==> config.mk <==
export PLATFORM = sky130hd
export DESIGN_NAME = bus_memory_responder
export DESIGN_NICKNAME = d
export VERILOG_FILES = /design/src/rtl/bus_mem_pkg.sv /design/src/rtl/bus_ram.sv /design/src/rtl/bus_memory_responder.sv
export SDC_FILE = /design/constraint.sdc
export NUM_CORES = 2
export LEC_CHECK = 0
export ABC_AREA = 1
export CAP_MARGIN = 15
export CORE_ASPECT_RATIO = 0.9
export CORE_UTILIZATION = 39
export CTS_BUF_LIST = sky130_fd_sc_hd__clkbuf_16
export DETAILED_ROUTE_END_ITERATION = 16
export PLACE_DENSITY = 0.52
export SYNTH_ARGS = -nofsm -noshare
export SYNTH_HDL_FRONTEND = slang
export SYNTH_SLANG_ARGS = --single-unit
==> constraint.sdc <==
create_clock -name clk -period 16.14 [get_ports clk]
set_input_delay 3.228 -clock clk [delete_from_list [all_inputs] [get_ports clk]]
set_output_delay 3.228 -clock clk [all_outputs]
set_load 0.01 [all_outputs]
==> src/rtl/bus_mem_pkg.sv <==
// Shared constants and state type for the CPU-side memory responder.
package bus_mem_pkg;

   localparam int DEF_ADDR_W = 8;
   localparam int DEF_DATA_W = 8;

   localparam logic [7:0] DEF_IO_IN_ADDR  = 8'hFE;
   localparam logic [7:0] DEF_IO_OUT_ADDR = 8'hFF;

   typedef enum logic {
      LOAD = 1'b0,
      RUN  = 1'b1
   } state_t;

endpackage

==> src/rtl/bus_ram.sv <==
// Single-port synchronous-read RAM; a same-address write returns the old byte.
module bus_ram #(
   parameter int ADDR_W = 8,
   parameter int DATA_W = 8
) (
   input  logic              clk,
   input  logic              rst,
   input  logic              re,
   input  logic              we,
   input  logic [ADDR_W-1:0] addr,
   input  logic [DATA_W-1:0] wdata,
   output logic [DATA_W-1:0] rdata
);

   logic [DATA_W-1:0] mem [0:(1<<ADDR_W)-1];

   // Array is deliberately not reset so a reload can keep earlier contents.
   always_ff @(posedge clk) begin
      if (we) mem[addr] <= wdata;
   end

   always_ff @(posedge clk or posedge rst) begin
      if (rst)     rdata <= '0;
      else if (re) rdata <= mem[addr];
   end

endmodule

==> src/rtl/bus_memory_responder.sv <==
// Memory responder for the 8-bit CPU: program loader, 256-byte RAM and two I/O bytes.
//
//   state | meaning
//   LOAD  | CPU held; loader bytes written to RAM from load_ptr upward
//   RUN   | CPU runs; reads/writes served from RAM or the I/O bytes
module bus_memory_responder
   import bus_mem_pkg::*;
#(
   parameter int                ADDR_W      = DEF_ADDR_W,
   parameter int                DATA_W      = DEF_DATA_W,
   parameter logic [ADDR_W-1:0] IO_IN_ADDR  = DEF_IO_IN_ADDR,
   parameter logic [ADDR_W-1:0] IO_OUT_ADDR = DEF_IO_OUT_ADDR
) (
   input  logic              clk,
   input  logic              rst,
   input  logic [ADDR_W-1:0] addr,
   input  logic [DATA_W-1:0] wdata,
   input  logic              we,
   output logic [DATA_W-1:0] rdata,
   output logic              cpu_run,
   input  logic [DATA_W-1:0] load_data,
   input  logic              load_valid,
   input  logic              load_last,
   output logic              load_ready,
   input  logic              load_start,
   input  logic [DATA_W-1:0] io_in,
   output logic [DATA_W-1:0] io_out,
   output logic              io_strobe
);

   state_t            state;
   logic [ADDR_W-1:0] load_ptr;
   logic              io_sel;
   logic [DATA_W-1:0] io_q;

   logic              ram_re;
   logic              ram_we;
   logic [ADDR_W-1:0] ram_addr;
   logic [DATA_W-1:0] ram_wdata;
   logic [DATA_W-1:0] ram_rdata;

   // The loader owns the RAM port in LOAD, the CPU owns it in RUN.
   always_comb begin
      ram_re    = 1'b0;
      ram_we    = 1'b0;
      ram_addr  = addr;
      ram_wdata = wdata;
      if (state == LOAD) begin
         ram_we    = load_valid;
         ram_addr  = load_ptr;
         ram_wdata = load_data;
      end else begin
         ram_re = 1'b1;
         ram_we = we && (addr != IO_OUT_ADDR);
      end
   end

   bus_ram #(
      .ADDR_W (ADDR_W),
      .DATA_W (DATA_W)
   ) u_ram (
      .clk   (clk),
      .rst   (rst),
      .re    (ram_re),
      .we    (ram_we),
      .addr  (ram_addr),
      .wdata (ram_wdata),
      .rdata (ram_rdata)
   );

   always_ff @(posedge clk or posedge rst) begin
      if (rst) begin
         state      <= LOAD;
         load_ptr   <= '0;
         cpu_run    <= 1'b0;
         load_ready <= 1'b1;
         io_out     <= '0;
         io_strobe  <= 1'b0;
      end else begin
         io_strobe <= 1'b0;
         case (state)
            LOAD: begin
               if (load_valid) begin
                  load_ptr <= load_ptr + ADDR_W'(1);
                  // Last byte, or the pointer is about to wrap on a full image.
                  if (load_last || (load_ptr == '1)) begin
                     state      <= RUN;
                     cpu_run    <= 1'b1;
                     load_ready <= 1'b0;
                  end
               end
            end
            RUN: begin
               if (we && (addr == IO_OUT_ADDR)) begin
                  io_out    <= wdata;
                  io_strobe <= 1'b1;
               end
               if (load_start) begin
                  state      <= LOAD;
                  load_ptr   <= '0;
                  cpu_run    <= 1'b0;
                  load_ready <= 1'b1;
               end
            end
            default: state <= LOAD;
         endcase
      end
   end

   // io_in is captured alongside the RAM read so both paths share one cycle of latency.
   always_ff @(posedge clk or posedge rst) begin
      if (rst) begin
         io_sel <= 1'b0;
         io_q   <= '0;
      end else if (state == RUN) begin
         io_sel <= (addr == IO_IN_ADDR);
         io_q   <= io_in;
      end
   end

   assign rdata = io_sel ? io_q : ram_rdata;

endmodule

==> reports/results.txt <==
initial antenna violation count = 10
io pins = 57
Layout Utilization = 43.83%
final hold violations = 0
worst min path class = flop to flop
clk root buf = clkbuf_16
GRT overflow = 0
largest net degree at the start of global routing = 186
run status = finished clean
Num CTS Buffers = 206
RSZ-0062 raised after global routing = no
PwrDens = 147.4 mW/mm2
DIE HEIGHT = 449.1 um
final wirelength = 265.2 mm
row cnt = 163
final slew viol count = 0
Final Setup Violations = 0
setup TNS = 0 ps
IO buf count = 56
Ys Warns = 0
Synth Cell Area = 0.08661 mm2
Post-Syn Instances = 8274
GP Congestion = 0.8249
Clock Skew = 32.92 ps
PostCTS Resize Cnt = 0
synth-to-layout area growth = 11.38%
crit share post-route = 48.75%
static leakage = 37.70 nW
DRT iter0 DRCs = 6107
first drt pass iteration count = 6
number of global-route vias before repair = 56.14k
Die Wd = 498.7 um
data required time at the worst endpoint = 16890 ps
drt drc = 0
Vias/cell = 5.179
Max Clk Rate = 0.1271 GHz
Hold Buf Count CTS = 0
multi-input logic area = 0.02236 mm2
clock-pin slew on the worst setup and hold paths = 60 ps
maxcap violations = 0
Core Box Area = 0.2201 mm2
min cycle time layout = 7868 ps
fillers = 20.88k
drt wl/cell = 23.54 um
fin nets = 8247
vias = 58.32k
Final HPWL DP = 147.5 mm
register area share after synthesis = 72.08%
CTS tree = yes
Synth Register Bits = 2085
Setup crit end kind = flop
layout cells sized above 1 = 5.063%
commonest non-fill, non-tap cells in the layout = 4630 x nand2_1, 2048 x edfxtp_1, 576 x nor2_1
maximum clock path buffer count = 3
Crit Path Class = input pin to flop
syn avg cell area = 10.47 um2
Unique masters post-synth = 29
Slew headroom = 27.60%
first-pass GRT wire length = 388.3 mm
Die Footprint = 0.2240 mm2
Crit Path Max Fanout = 185
All-Layer GR Usage = 23.34%
Starting Density = 39.36%
post-synth net total = 8313
Worst setup SP type = input pin
hold_ws = 468.4 ps
ant diodes = 0
total power = 14.22 mW
post-CTS setup buffers = 0
register area = 0.06243 mm2
H-tree Lvls = 4
worst slew pin tran = 1085 ps
commonest non-fill, non-tap cell in the layout = nand2_1
Worst EP arrival = 8620 ps
maximum vdd drop = 0.1152 mV
Detail Route Antenna Nets = 0
clock latency on the worst-skew pair = 820 ps
clock sinks = 2085
-- through the flow --
stage	setup slack (ps)	cells	instance area (um2)
2_1_floorplan	783.4	8274	86610
5_1_grt	7950	11260	96460
3_3_place_gp	7453	10890	90090
4_1_cts	8361	11260	96460
6_report	8272	11260	96460
3_5_place_dp	7449	10890	90090
-- metal layers --
layer	share of wire [%]	up-vias	GRT usage, %
met5	0.0049	-	0
met4	2.4	2	5.711
met3	6.6	324	3.291
met2	46	1933	37.32
met1	45	28970	33.46
li1	-	27090	-
-- registers in the layout, summed over array words and instances (netlist names) --
name and count:
u_ram.mem 2048, io_out 8, io_q 8, load_ptr 8, u_ram.rdata 8, cpu_run 1, io_sel 1, io_strobe 1
load_ready 1, state 1
-- report_power, final --
group	total [mW]	internal, mW	switching (mW)
registers	6.16	6.12	0.0414
clock network	4.64	2.57	2.07
logic	3.41	0.767	2.65
total	14.2	9.46	4.76
-- path summary, 6_finish.rpt --
check | startpoint | to | slack (ps) | cells past startpoint
hold / removal | load_ready | load_ready | 470 | 2
min in group asynchronous | rst | io_out[1] | 2880 | 3
setup / recovery | addr[0] | u_ram.rdata[1] | 8270 | 20
max in group asynchronous | rst | state | 12820 | 3
setup reg to reg | state | u_ram.rdata[1] | 9960 | 21
hold reg to reg | load_ready | load_ready | 470 | 2
-- worst max-delay path, stage by stage --
cell and delay [ps]:
clkdlybuf4s50_1 620, nand2_4 250, nand2_4 630, buf_4 740
buf_12 650, buf_4 840, nand2_1 130, nand2_1 120
nand2_1 50, nand2_1 110, nand2_1 60, nand2_1 90
nor2_1 40, nor2_1 150, nor2_1 120, nand2_1 90
nand2_1 60, nand3_1 200, nor2_1 110, nor2_1 100
-- area by class of cell --
| cell class | instances | share of cell area [%] |
|---|---|---|
| inverter | 52 | 0.2101 |
| multi-input combinational | 5704 | 23.18 |
| sequential | 2085 | 64.72 |
| clock buffer | 211 | 5.474 |
| clock inverter | 164 | 1.134 |
| tap | 2887 | 3.745 |
| timing repair buffer | 159 | 1.538 |
-- synth_stat cells --
library cell | count | area, um2
a21oi_1 | 20 | 100.1
a22o_1 | 1 | 8.760
a22oi_1 | 8 | 60.06
a31o_2 | 1 | 8.760
a31oi_1 | 1 | 6.260
a32oi_1 | 1 | 8.760
buf_1 | 37 | 138.9
buf_2 | 221 | 1106
buf_4 | 2 | 15.01
clkbuf_1 | 173 | 649.4
clkinv_1 | 2 | 7.510
dfrtp_1 | 36 | 900.9
dfstp_2 | 1 | 26.28
edfxtp_1 | 2048 | 61500
ha_1 | 1 | 12.51
inv_1 | 46 | 172.7
inv_2 | 4 | 15.01
nand2_1 | 4641 | 17420
nand3_1 | 366 | 1832
nand3b_1 | 1 | 7.510
nand4_1 | 1 | 6.260
nor2_1 | 582 | 2185
nor2_2 | 4 | 25.02
nor3_1 | 13 | 65.06
nor4_1 | 3 | 18.77
o21ai_0 | 37 | 185.2
o21ai_1 | 20 | 100.1
o21ai_2 | 2 | 17.52
o21bai_1 | 1 | 7.510
-- cells by family (layout without fill, tap and decap cells) --
logic type / after synthesis / in the layout / synth area share (%)
AND/OR/NAND/NOR: 5611 / 5611 / 24.89
flip-flops: 2085 / 2085 / 72.08
buffers and inverters: 485 / 586 / 2.430
AO/OA/AOI/OAI: 92 / 92 / 0.5808
adder cells (fa/ha/maj): 1 / 1 / 0.01444
(Power assumes the default switching activity.)
